$ cat src/rtl/pulse_meter_pkg.sv
// Shared definitions for the multi-channel pulse width meter: channel FSM
// states, default sizing and the channel-index width helper.
package pulse_meter_pkg;

    typedef enum logic [1:0] {
        CH_ARM  = 2'd0,
        CH_IDLE = 2'd1,
        CH_LOW  = 2'd2
    } ch_state_e;

    localparam int DEFAULT_NUM_CH      = 4;
    localparam int DEFAULT_CNT_W       = 12;
    localparam int DEFAULT_SYNC_STAGES = 2;

    function automatic int ch_width(input int num_ch);
        return (num_ch <= 1) ? 1 : $clog2(num_ch);
    endfunction

endpackage

$ cat src/rtl/pulse_meter_channel.sv
// One measurement channel: input synchronizer, ARM/IDLE/LOW FSM, saturating
// low-phase counter and a single-entry result slot drained by the arbiter.
module pulse_meter_channel
    import pulse_meter_pkg::*;
#(
    parameter int CNT_W       = DEFAULT_CNT_W,
    parameter int SYNC_STAGES = DEFAULT_SYNC_STAGES
) (
    input  logic             clk,
    input  logic             reset,
    input  logic             enable,
    input  logic             sig_async,
    input  logic             drain,
    output logic             busy,
    output logic             slot_pend,
    output logic [CNT_W-1:0] slot_dur,
    output logic             slot_ovf,
    output logic             slot_drop
);

    localparam logic [CNT_W-1:0] CNT_MAX = '1;

    logic [SYNC_STAGES-1:0] sync_reg;
    logic                   s;
    ch_state_e              state_reg;
    logic [CNT_W-1:0]       cnt_reg;
    logic                   ovf_reg;
    logic                   capture;

    assign s       = sync_reg[SYNC_STAGES-1];
    assign busy    = (state_reg == CH_LOW);
    assign capture = enable && (state_reg == CH_LOW) && s;

    always_ff @(posedge clk or posedge reset) begin
        if (reset) begin
            sync_reg <= '0;
        end else begin
            sync_reg <= {sync_reg[SYNC_STAGES-2:0], sig_async};
        end
    end

    always_ff @(posedge clk or posedge reset) begin
        if (reset) begin
            state_reg <= CH_ARM;
            cnt_reg   <= '0;
            ovf_reg   <= 1'b0;
        end else if (!enable) begin
            state_reg <= CH_ARM;
            cnt_reg   <= '0;
            ovf_reg   <= 1'b0;
        end else begin
            case (state_reg)
                CH_ARM: begin
                    if (s) state_reg <= CH_IDLE;
                end
                CH_IDLE: begin
                    if (!s) begin
                        state_reg <= CH_LOW;
                        cnt_reg   <= CNT_W'(1);
                        ovf_reg   <= 1'b0;
                    end
                end
                CH_LOW: begin
                    if (s) begin
                        state_reg <= CH_IDLE;
                        cnt_reg   <= '0;
                        ovf_reg   <= 1'b0;
                    end else if (cnt_reg == CNT_MAX) begin
                        ovf_reg   <= 1'b1;
                    end else begin
                        cnt_reg   <= cnt_reg + CNT_W'(1);
                    end
                end
                default: state_reg <= CH_ARM;
            endcase
        end
    end

    // A capture racing a drain is not a loss, so drop only flags a true overwrite.
    always_ff @(posedge clk or posedge reset) begin
        if (reset) begin
            slot_pend <= 1'b0;
            slot_dur  <= '0;
            slot_ovf  <= 1'b0;
            slot_drop <= 1'b0;
        end else if (capture) begin
            slot_pend <= 1'b1;
            slot_dur  <= cnt_reg;
            slot_ovf  <= ovf_reg;
            slot_drop <= slot_pend && !drain;
        end else if (drain) begin
            slot_pend <= 1'b0;
        end
    end

endmodule

$ cat src/rtl/pulse_width_meter_mc.sv
// Multi-channel low-phase width meter: NUM_CH channels feed a round-robin
// arbiter and a single valid/ready output register.
module pulse_width_meter_mc
    import pulse_meter_pkg::*;
#(
    parameter  int NUM_CH      = DEFAULT_NUM_CH,
    parameter  int CNT_W       = DEFAULT_CNT_W,
    parameter  int SYNC_STAGES = DEFAULT_SYNC_STAGES,
    localparam int CH_W        = ch_width(NUM_CH)
) (
    input  logic              clk,
    input  logic              reset,
    input  logic              enable,
    input  logic [NUM_CH-1:0] signal_in,
    output logic              out_valid,
    input  logic              out_ready,
    output logic [CH_W-1:0]   out_ch,
    output logic [CNT_W-1:0]  out_duration,
    output logic              out_ovf,
    output logic              out_drop,
    output logic [NUM_CH-1:0] busy
);

    logic [NUM_CH-1:0] slot_pend;
    logic [NUM_CH-1:0] slot_ovf;
    logic [NUM_CH-1:0] slot_drop;
    logic [NUM_CH-1:0] drain;
    logic [CNT_W-1:0]  slot_dur [NUM_CH];
    logic [CH_W-1:0]   ptr_reg;
    logic [CH_W-1:0]   grant_idx;
    logic [CH_W-1:0]   cand;
    logic              grant_any;
    logic              load_en;

    assign load_en = !out_valid || out_ready;

    generate
        for (genvar gi = 0; gi < NUM_CH; gi++) begin : g_ch
            pulse_meter_channel #(
                .CNT_W       (CNT_W),
                .SYNC_STAGES (SYNC_STAGES)
            ) u_ch (
                .clk       (clk),
                .reset     (reset),
                .enable    (enable),
                .sig_async (signal_in[gi]),
                .drain     (drain[gi]),
                .busy      (busy[gi]),
                .slot_pend (slot_pend[gi]),
                .slot_dur  (slot_dur[gi]),
                .slot_ovf  (slot_ovf[gi]),
                .slot_drop (slot_drop[gi])
            );
            assign drain[gi] = load_en && grant_any && (grant_idx == CH_W'(gi));
        end
    endgenerate

    // Scan starts one past the last grant and wraps, so NUM_CH need not be a power of two.
    always_comb begin
        grant_any = 1'b0;
        grant_idx = '0;
        cand      = ptr_reg;
        for (int k = 0; k < NUM_CH; k++) begin
            cand = (cand == CH_W'(NUM_CH - 1)) ? '0 : cand + CH_W'(1);
            if (!grant_any && slot_pend[cand]) begin
                grant_any = 1'b1;
                grant_idx = cand;
            end
        end
    end

    always_ff @(posedge clk or posedge reset) begin
        if (reset) begin
            out_valid    <= 1'b0;
            out_ch       <= '0;
            out_duration <= '0;
            out_ovf      <= 1'b0;
            out_drop     <= 1'b0;
            ptr_reg      <= CH_W'(NUM_CH - 1);
        end else if (load_en) begin
            out_valid <= grant_any;
            if (grant_any) begin
                out_ch       <= grant_idx;
                out_duration <= slot_dur[grant_idx];
                out_ovf      <= slot_ovf[grant_idx];
                out_drop     <= slot_drop[grant_idx];
                ptr_reg      <= grant_idx;
            end
        end
    end

endmodule

$ cat config.mk
export PLATFORM = sky130hd
export DESIGN_NAME = pulse_width_meter_mc
export DESIGN_NICKNAME = d
export VERILOG_FILES = /design/src/rtl/pulse_meter_pkg.sv /design/src/rtl/pulse_meter_channel.sv /design/src/rtl/pulse_width_meter_mc.sv
export SDC_FILE = /design/constraint.sdc
export NUM_CORES = 1
export LEC_CHECK = 0
export CAP_MARGIN = 10
export CORE_MARGIN = 3
export CORE_UTILIZATION = 61
export DETAILED_ROUTE_END_ITERATION = 7
export GPL_ROUTABILITY_DRIVEN = 0
export GPL_TIMING_DRIVEN = 0
export PLACE_DENSITY = 0.8
export SETUP_SLACK_MARGIN = 0.3
export SYNTH_ARGS = -nofsm -noshare
export SYNTH_HDL_FRONTEND = slang
export SYNTH_SLANG_ARGS = --single-unit
$ cat constraint.sdc
create_clock -name clk -period 5.7 [get_ports clk]
set_clock_uncertainty 0.2 [all_clocks]
set_input_delay 0.57 -clock clk [delete_from_list [all_inputs] [get_ports clk]]
set_output_delay 0.57 -clock clk [all_outputs]
set_load 0.1 [all_outputs]
# After elaboration in Yosys (flattened, before gate mapping)
# Index checks and enable logic that the tools add are counted.
# Widths: inputs -> output; s select.
[totals]
regBits = 147
output_inout_bits = 21
wordCells = 238
[op_classes]
n_addsub = 8
order_cmp = 6
eq_ne = 39
muxes = 91
n_bitwise = 1
reduce_logical = 55
[ops]
columns = ["operator", "count"]
rows = [
  ["$mux 12", 18],
  ["$pmux 12 s2", 4],
  ["$add 12x1->12 const B", 4],
  ["$eq 12x12->1 const B", 4],
  ["$mux 2", 20],
  ["$mux 1", 34],
  ["$ne 4x4->1 const B", 8],
  ["$bmux 12 s2", 1],
  ["$reduce_and 3->1", 8],
  ["$eq 2x2->1 const B", 10],
  ["$logic_and 1x1->1", 20],
  ["$pmux 2 s2", 4],
  ["$lt 2x3->1 const B", 5],
  ["$bmux 1 s2", 6],
  ["$ne 3x1->1 const B", 4],
  ["$ne 3x2->1 const B", 4],
  ["$ne 3x3->1 const B", 4],
  ["$eq 2x1->1 const B", 5],
  ["$logic_not 2->1", 5],
  ["$reduce_and 2->1", 5],
  ["$add 2x1->2 const B", 4],
  ["$logic_not 1->1", 8],
  ["$pmux 1 s2", 4],
  ["$reduce_bool 2->1", 4],
  ["4 further kinds", 7],
]

# Logic depth before layout (Yosys ltp)
# Gate-level depths: netlist (run 1).
[depth]
word_depth = 18
mapped_depth = 9
ltp_nobuf = 6

# Cells and area by module
# A second synthesis (run 1) with hierarchy kept.
[hier_totals]
cells_unflattened = 677
area_unflattened_um2 = 7561.0
[modules_own_cells]
columns = ["mod", "n_inst", "cells_each", "area_per_inst_um2", "seq_area_each_um2"]
rows = [
  ["pulse_meter_channel at g_ch[0].u_ch ...", 3, 128, 1485.2, 800.8],
  ["pulse_meter_channel at g_ch[1].u_ch", 1, 131, 1552.7, 800.8],
  ["pulse_width_meter_mc", 1, 162, 1552.7, 478.0],
]

# Worst setup path after synthesis (run 1)
# Ideal clock, no wire load.
[synth_timing]
path_kind = "register to register"
start = "register ptr_reg[0]"
end = "register g_ch[0].u_ch.slot_drop"
setup_ns = 0.125
arrival_time_ns = 1.975
required_ns = 5.375
path_slack_ns = 3.400
path_stages_with_launch = 9
path_buffers = 2
cell_sequence = "dfstp_2 > ha_1 > buf_2 > nand2b_1 > a21oi_1 > buf_4 > o31ai_1 > o21ai_1 > o21ai_1"
[synth_via]
elab_chain_cells = 18
word_cells_on_any_way = 39
classes_between = "add/sub (4); eq/ne (4); mux (20); reduce/logical (11)"
[synth_rtl]
columns = ["item", "line", "text"]
rows = [
  ["start, declared", "pulse_width_meter_mc.sv:29", "logic [CH_W-1:0] ptr_reg;"],
  ["start signal, assigned", "pulse_width_meter_mc.sv:79", "ptr_reg <= CH_W'(NUM_CH - 1);"],
  ["start signal, assigned", "pulse_width_meter_mc.sv:87", "ptr_reg <= grant_idx;"],
  ["$add 2x1->2 or $eq 2x2->1 (tied branches)", "pulse_width_meter_mc.sv:64", "cand = (cand == CH_W'(NUM_CH - 1)) ? '0 : cand + CH_W'(1);"],
  ["$mux 2 *", "pulse_width_meter_mc.sv:64", ""],
  ["branches (longest 13 deep; another with $add 2x1->2)", "--", ""],
  ["$logic_and 1x1->1 *", "pulse_width_meter_mc.sv:54", "assign drain[gi] = load_en && grant_any && (grant_idx == CH_W'(gi));"],
  ["$logic_not 1->1 *", "pulse_meter_channel.sv:90", "slot_drop <= slot_pend && !drain;"],
  ["$logic_and 1x1->1 *", "pulse_meter_channel.sv:90", ""],
  ["end signal, assigned", "pulse_meter_channel.sv:90", ""],
  ["end, declared", "pulse_meter_channel.sv:18", "output logic slot_drop"],
]
# Every way passes the cells marked *. The select of a mux whose other input is x is not followed.
# A chain may end at the register's enable or synchronous reset.

# Worst setup path in the final report (run 1)
[layout_timing]
start = "register g_ch[3].u_ch.state_reg[0]"
end = "output port busy[3]"
[layout_via]
elab_chain_cells = 1
[layout_rtl]
columns = ["item", "line", "text"]
rows = [
  ["start, declared", "pulse_meter_channel.sv:25", "ch_state_e state_reg;"],
  ["start signal, assigned", "pulse_meter_channel.sv:44", "state_reg <= CH_ARM;"],
  ["start signal, assigned", "pulse_meter_channel.sv:48", "state_reg <= CH_ARM;"],
  ["start signal, assigned", "pulse_meter_channel.sv:54", "if (s) state_reg <= CH_IDLE;"],
  ["$eq 2x2->1", "pulse_meter_channel.sv:31", "assign busy = (state_reg == CH_LOW);"],
  ["end, declared", "pulse_width_meter_mc.sv:21", "output logic [NUM_CH-1:0] busy"],
]
# No other way between the ends.

==> results of run 1 <==
-- routing by layer --
layer,vias to the layer above,global-route usage,share of wire
met5,-,0,0
met1,2731,0.377,0.43
li1,2554,-,-
met3,41,0.0618,0.057
met2,220,0.418,0.48
met4,0,0.115,0.030
-- layout make-up --
| cell class | count | area [um2] | area share |
|---|---|---|---|
| Buffer | 35 | 199 | 0.0243 |
| Clock buffer | 22 | 484 | 0.0591 |
| Clock inverter | 10 | 57.6 | 0.00703 |
| Inverter | 14 | 57.6 | 0.00703 |
| Multi-Input combinational cell | 469 | 3240 | 0.395 |
| Sequential cell | 147 | 3680 | 0.449 |
| Tap cell | 140 | 175 | 0.0214 |
| Timing Repair Buffer | 28 | 298 | 0.0364 |
-- path summary, 6_finish.rpt --
path / endpoint / slack, ns / cells past startpoint
setup / recovery: busy[3] / 2.27 / 5
hold / removal: g_ch[2].u_ch.sync_reg[1]$_DFF_PP0_ / 0.14 / 0
setup reg to reg: out_duration[11]$_DFFE_PP0P_ / 3.00 / 7
hold reg to reg: g_ch[2].u_ch.sync_reg[1]$_DFF_PP0_ / 0.14 / 0
max in group asynchronous: g_ch[2].u_ch.cnt_reg[10]$_DFFE_PP0P_ / 4.08 / 3
min in group asynchronous: g_ch[3].u_ch.sync_reg[0]$_DFF_PP0_ / 0.45 / 2
-- logic make-up after synthesis --
group	count (synthesis)
AOI/OAI and AO/OA	163
xor gates and xnor gates	35
adders and majority gates	5
buffers and inverters	49
DFF	147
muxes	50
and+or+nand+nor	216
-- power groups by stage --
stage / sequential [mW] / combinational (mW) / clock [mW]
6_report: 1.23 / 1.27 / 1.02
3_3_place_gp: 1.25 / 1.21 / 0
4_1_cts: 1.23 / 1.26 / 1.03
3_5_place_dp: 1.25 / 1.25 / 0
2_1_floorplan: 1.65 / 0.531 / 0
5_1_grt: 1.24 / 1.35 / 1.07
-- critical path, delay by kind of cell (launching register included) --
kind	cells	cell delay, ns
flops	1	0.45
buf+inv	4	1.62
simple gates	1	0.18
-- metrics by stage --
step | worst slack, ns | power [mW]
floorplan | 0.982 | 2.18
global placement | -0.809 | 2.45
detailed placement | 2.73 | 2.50
CTS | 2.27 | 3.52
global route | 2.20 | 3.67
finish | 2.27 | 3.52
-- cell usage in the layout, fill, tap and decap left out, types with 18 or more instances in the layout --
cell type          n
nand2_1           42
nand3_1           21
o21ai_0           26
clkdlybuf4s50_1   27
a21oi_1           29
nor2_1            66
nand4_1           23
mux2_2            49
dfrtp_1          145
xor2_1            28
a21o_1            18
==> results.txt, run 1 <==
The signal on the critical path passes through nand2b_1 -> buf_2 -> inv_2 -> buf_4 -> clkdlybuf4s50_1. The share of flip-flops with an asynchronous set or reset after synthesis was 1.00; the I/O pin count was 29. The number of enable-type register cells in the synthesized netlist is 0. The run gives 17 as the number of buffers created by CTS. The critical path endpoint category was an output pin. Share of Yosys cell area claimed by the top area cell type: 0.506. The switching power share of the total was 0.412. The die outline area is 0.0131 mm2, and the fraction of the mapped netlist area in compound gates is 0.165. In this run, the number of DRC markers left after iteration 0 of detailed routing was 609. The cell area after layout is 0.00819 mm2.

The area growth from synthesis to layout is 14.2%. The count of antenna-violating nets left after detailed routing was 0; the final design utilization was 0.733. The part of the power in the clock network was 0.289. The run gives 0 as the residual overflow from global routing. The residual DRC count is 0. Summed over all cells, the static leakage comes to 3.65 nW.

The number of setup buffers added after CTS is 0. The count of endpoints failing hold in the final timing report was 0; the normalized max-slew margin was 0.349. Setup repair after global routing left no endpoint under its margin. Fill cells in the final layout number 774. The worst setup path is launched from a flop. Layout net count: 725.

After the flow finishes, the layout carries non-filler instances totaling 865. STA puts the critical path data required time at 4.93 ns. The logs give 4 for the total number of H-tree levels and 292 MHz for the maximum clock rate. Gates resized during post-CTS repair numbered 0. The tools report the startpoint of the most critical setup path as g_ch[3].u_ch.state_reg[0]$_DFFE_PP0P_. The flow ran to the end, and the final reports show no timing, DRC or antenna violations. Ranked by total cell area, the synthesized netlist is headed by dfrtp_1 (51%), mux2_2 (7.7%), nor2_1 (3.5%). The number of antenna violations at the first check in global routing is 0, and the power density over the cells is 429 mW/mm2. The initial core utilization was 0.642. The tools report the number of global-route vias before repair as 5367.

The floorplan has 38 rows. Main flop type after synthesis: dfrtp_1. Entering global routing, the biggest net connects 80 pins. The share of the synthesized netlist area taken by xor and xnor gates is 0.0427, and the count of yosys warnings during synthesis is 0. The minimum clock period is 3.43 ns, and the final HPWL from detailed placement is 11.5 mm. After synthesis, the largest family of logic cells by area is compound AO/OA/AOI/OAI gates. Setup violations remaining at the end of the flow were counted as 0. The tools report the buffer cell driving the clock tree root as clkbuf_16. The worst hold path begins at g_ch[2].u_ch.sync_reg[0]$_DFF_PP0_. The mean instance size in the synthesized netlist came out at 10.8 um2. Number of clock sinks: 147. At the pin with the least slew margin, the transition time is 0.974 ns.

The tools report the combinational share of power as 0.361. The tools report the number of placed instances with taps included as 833. The synthesized design spends more area on one cell type than any other, namely dfrtp_1. The average wire per standard cell came out at 19.3 um. After clock tree synthesis, the clock-pin slew on the worst setup and hold paths is 0.06 ns. The stage delay of the slowest cell on the critical path was 1.12 ns; the cell area after synthesis was 0.00717 mm2.

For the total negative setup slack, the log shows 0 ns. The die is 114 um tall. The run gives 0 as the hold buffer count at cts. For the overall track demand over capacity in global routing, the log shows 0.273. The number of nets in the synthesized netlist is 678. Mux contribution to synthesized area: 0.0783. The simple-gate area share of the yosys netlist is 0.157, and the number of buffers on the longest clock path is 2.

The post-detailed-placement cell area was 0.00765 mm2. The sequential group share of total power was 0.351; the fraction of layout instances using a drive strength above 1 was 0.183. Synthesis instantiated 62 different standard cells from the library.

The run gives 2.66 ns as the arrival time reported for the critical path endpoint. The worst hold-check slack is 0.142 ns. The top fanout value on the critical path is 10, and the part of the cycle the worst path needs is 0.602. Slowest library cell on the worst path: clkdlybuf4s50_1. The total wire length after detailed routing was 16.7 mm. After detailed routing, the number of vias per cell comes to 6.41. In this run the tool buffered the top-level ports with 27 buffer cells. The tools report the clock insertion delay at the later pin of the skew report as 0.43 ns.

The class of the worst hold path was flop to flop. The tool flagged a number of max-cap violations equal to 0. The area inside the core boundary is 0.0112 mm2.

The die is 114 um wide. The wire length of the first global-routing pass was 27.4 mm; the cell-internal power was 2.07 mW. The repair_antennas step left the layout with diodes totalling 0. For the number of optimization iterations in the first detailed-route pass, the log shows 5. The worst setup path is of the flop to output pin kind.

The largest voltage drop on the vdd net is 0.000621 V. Share of the yosys chip area belonging to registers: 0.513. The flop and latch count out of synthesis was 147; the via count was 5546. The run gives 665 as the synthesized instance count. The cell with the most instances after synthesis is dfrtp_1. The share of synthesized cell area in full adder, half adder and majority cells came out at 0.00872.

TritonCTS built the clock tree. Ranked by instance count, the synthesized netlist is headed by dfrtp_1 (145), nor2_1 (66), mux2_2 (49). The analysis attributes to net switching a power of 1.45 mW. Max-slew violation total from the final report: 0. The origin of the critical flop-to-flop path is ptr_reg[0]$_DFFE_PP1P_.
Note: power is estimated with default switching activity, not from simulation.
==> run 2: changes to the inputs <==
--- a/config.mk
+++ b/config.mk
@@ -7,11 +7,11 @@
 export LEC_CHECK = 0
 export CAP_MARGIN = 10
 export CORE_MARGIN = 3
-export CORE_UTILIZATION = 61
+export CORE_UTILIZATION = 55
 export DETAILED_ROUTE_END_ITERATION = 7
 export GPL_ROUTABILITY_DRIVEN = 0
 export GPL_TIMING_DRIVEN = 0
-export PLACE_DENSITY = 0.8
+export PLACE_DENSITY = 0.76
 export SETUP_SLACK_MARGIN = 0.3
 export SYNTH_ARGS = -nofsm -noshare
 export SYNTH_HDL_FRONTEND = slang
==> constraint.sdc (replaced) <==
create_clock -name clk -period 3.07 [get_ports clk]
set_clock_uncertainty 0.2 [all_clocks]
set_input_delay 0.307 -clock clk [delete_from_list [all_inputs] [get_ports clk]]
set_output_delay 0.307 -clock clk [all_outputs]
set_load 0.1 [all_outputs]
==> run 2 against run 1 <==
Effect of this change:
- register-to-register slack worse by 2.5 ns
- die area is 10% higher
- critical path depth is 1 lower
- core utilization is 7.7 points lower
- hold slack worse by 0.035 ns
- sequential share of layout area is 0.69 points lower
- sequential cell count stayed put
- critical endpoint is now busy[1]
- largest cell class unchanged
- highest routed layer unchanged
==> results.txt, run 2 (synthesis results as in run 1) <==
The run gives 0.349 (-0.012) as the combinational share of power. Compared with the post-synthesis result, the final layout area differs by 16.0%. The chip height is 120 um (+5.0%). For the internal reg-to-reg setup slack, the log shows 0.47 ns (-2.53 ns).

The hold buffer count at cts was 0 (unchanged). The I/O pin count came out at 29 (unchanged). The tools report the cell area after layout as 0.00832 mm2 (+1.6%). The number of inserted diodes was 0 (unchanged); the overall track demand over capacity in global routing was 0.244 (-0.0289). The number of buffers inserted by port buffering was 27 (unchanged). For the count of antenna-violating nets left after detailed routing, the log shows 0 (unchanged). The type of the worst setup path was flop to output pin. The logs give 0.657 (-0.0766) for the final design utilization and 867 (+4.1%) for the number of placed instances with taps included. Part of the power in the clock network: 0.311 (+0.022). Leaving out fill and tap cells, the most frequent cell in the layout is dfrtp_1. Timing would allow up to 375 MHz. The largest voltage drop on the vdd net was 0.000549 V (-12%). The min-delay analysis places its worst path in the category primary input to flop.

TritonCTS built the clock tree. Residual DRC count: 0 (unchanged). The static leakage was 3.70 nW (+1.4%). On the critical path the largest part of the delay comes from buffers and inverters. The cell depth of the worst setup path works out to 4 (-1).

The tools report the cell-internal power as 4.08 mW (+97%). The tools report the number of global-route vias before repair as 5239 (-2.4%). Number of buffers created by CTS: 17 (unchanged).

Slowest library cell on the worst path: dlygate4sd2_1. The number of max-cap violations was 0 (unchanged); the width of the die was 120 um (+5.0%). The run gives 0.0144 mm2 (+10%) as the die outline area. The number of endpoints failing setup at the final stage is 0 (unchanged). The total wire length after detailed routing was 16.4 mm (-1.3%). In the layout the commonest cells are dfrtp_1 (145), nor2_1 (66), mux2_2 (49). Number of optimization iterations in the first detailed-route pass: 5 (unchanged).

The required time at the endpoint of the critical path was 2.56 ns (-2.37 ns); the power density over the cells was 810 mW/mm2 (+89%). For the initial core utilization, the log shows 0.566 (-0.0759). The total net switching power is 2.66 mW (+84%).

The logs give 4 (unchanged) for the total number of H-tree levels and 899 (+3.9%) for the number of standard cells in the final layout excluding fillers. The count of endpoints failing hold in the final timing report is 0 (unchanged), and the fraction of layout instances using a drive strength above 1 is 0.191 (+0.00775). The capture point of the worst path is busy[1]. The number of antenna violations at the first check in global routing is 0 (unchanged).

The logs give 554 (-9.0%) for the first-iteration detailed-routing DRC count and 0.0127 mm2 (+13%) for the area inside the core boundary. In this run the critical register-to-register path is captured at out_duration[2]$_DFFE_PP0P_. The part of the cycle the worst path needs works out to 0.868. For the number of clock sinks, the log shows 147 (unchanged).

The worst setup path is launched from a flop. The run finished with clean final reports. Setup repair after global routing left no endpoint under its margin. The most critical setup path has its startpoint at g_ch[1].u_ch.state_reg[0]$_DFFE_PP0P_. Wire length of the first global-routing pass: 27.6 mm (+0.68%). The slew at the pin closest to its max-slew limit was 0.999 ns (+0.0256 ns); the switching power share of the total was 0.395 (-0.0172). The average via count per standard cell works out to 6.09 (-5.1%). The sequential group share of total power is 0.340 (-0.011). Critical path endpoint category: an output pin.

The top fanout value on the critical path was 6 (-4). The tools report the residual overflow from global routing as 0 (unchanged). The final HPWL from detailed placement is 11.8 mm (+2.4%). The layout net count is 727 (+0.28%).

The startpoint identified for the worst register-to-register timing path is ptr_reg[0]$_DFFE_PP1P_. The power after layout was 6.74 mW (+92%); the worst setup slack before clock tree synthesis was 0.359 ns (-2.37 ns). The pin count of the biggest net entering global routing is 43 (-46%), and the buffers plus inverters on the worst setup path is 3 (-1). The count of buffers added by post-CTS timing repair for setup is 0 (unchanged), and the stage delay of the slowest cell on the critical path is 0.84 ns (-0.28 ns). The count of cells along the worst register-to-register path came out at 7 (unchanged). The number of buffers on the longest clock path came out at 2 (unchanged). The logs give 0.42 ns (about the same) for the clock insertion delay at the later pin of the skew report and 41 (+7.9%) for the number of rows created at floorplan. The post-detailed-placement cell area was 0.00772 mm2 (+0.93%); the minimum clock period was 2.66 ns. The average wire per standard cell came out at 18.3 um (-5.1%).

The buffer cell driving the clock tree root was clkbuf_16. The logs give 5472 (-1.3%) for the via count and 2.16 ns (-0.50 ns) for the arrival time reported for the critical path endpoint. The clock edge transition at the registers on the reported setup and hold paths is 0.06 ns (about the same), and the max-slew violation total from the final report is 0 (unchanged). The signal on the critical path passes through nand2b_1 -> inv_1 -> buf_4 -> dlygate4sd2_1. The worst-case setup margin in the final layout is 0.405 ns (-1.86 ns). For the normalized max-slew margin, the log shows 0.332 (-0.0171).
==> run 2: cell types whose count changed in the layout (fill, tap and decap cells not counted), sizes merged <==
cell | previous run | this run
buf | 27 | 29
clkbuf | 31 | 34
dlygate4sd2 | 0 | 1
inv | 14 | 13
bufinv | 0 | 3
clkdlybuf4s50 | 27 | 23
clkinv | 7 | 5
==> run 2: metrics by stage <==
| step | hold WS [ns] | TNS, ns |
|---|---|---|
| after global routing | 0.108 | 0 |
| after global placement | 0.132 | -67.61 |
| after CTS | 0.0897 | 0 |
| final | 0.107 | 0 |
| after floorplan | 0.131 | 0 |
| after detailed placement | 0.135 | 0 |
==> run 2: timing repair <==
item,CTS,global route
endpoints found under the setup margin,4,12
resized for setup,5,7
pin swaps,0,1
hold endpoints to repair,0,0
==> run 2: power by group through the flow <==
stage | clock, mW | combinational [mW] | sequential (mW)
floorplan | 0 | 0.986 | 3.06
global placement | 0 | 2.25 | 2.31
detailed placement | 0 | 2.32 | 2.32
CTS | 2.13 | 2.33 | 2.29
global route | 2.22 | 2.51 | 2.31
finish | 2.10 | 2.35 | 2.29
==> run 2: worst min path at each step <==
stage / from / to / slack, ns / cells past startpoint
2_1_floorplan: g_ch[0].u_ch.sync_reg[0]$_DFF_PP0_ / g_ch[0].u_ch.sync_reg[1]$_DFF_PP0_ / 0.13 / 0
3_3_place_gp: g_ch[2].u_ch.sync_reg[0]$_DFF_PP0_ / g_ch[2].u_ch.sync_reg[1]$_DFF_PP0_ / 0.13 / 0
4_1_cts: enable / g_ch[1].u_ch.cnt_reg[6]$_DFFE_PP0P_ / 0.09 / 3
6_report: enable / g_ch[1].u_ch.cnt_reg[6]$_DFFE_PP0P_ / 0.11 / 3
3_5_place_dp: g_ch[2].u_ch.sync_reg[0]$_DFF_PP0_ / g_ch[2].u_ch.sync_reg[1]$_DFF_PP0_ / 0.13 / 0
5_1_grt: enable / g_ch[1].u_ch.cnt_reg[6]$_DFFE_PP0P_ / 0.11 / 3
==> run 2: cell type report <==
type                    instances  area [um2]
fillers                       988        4350
flip-flops and latches        147        3680
multi-input cells             469        3250
clock buffers                  22         474
repair buffers                 30         314
well taps                     172         215
plain buffers                  35         199
clock inverters                10         130
inverters                      14        56.3
==> run 2: worst min-delay path: stages <==
cell	delay, ns
buf_4	0.17
nand3_4	0.12
a21oi_1	0.08
==> run 2: layer usage <==
metal | up-vias | global-route usage | wire [um]
met5 | - | 0 | 0
met3 | 20 | 0.0575 | 825
met4 | 0 | 0.0687 | 267
met2 | 144 | 0.388 | 8170
li1 | 2551 | - | -
met1 | 2757 | 0.339 | 7170
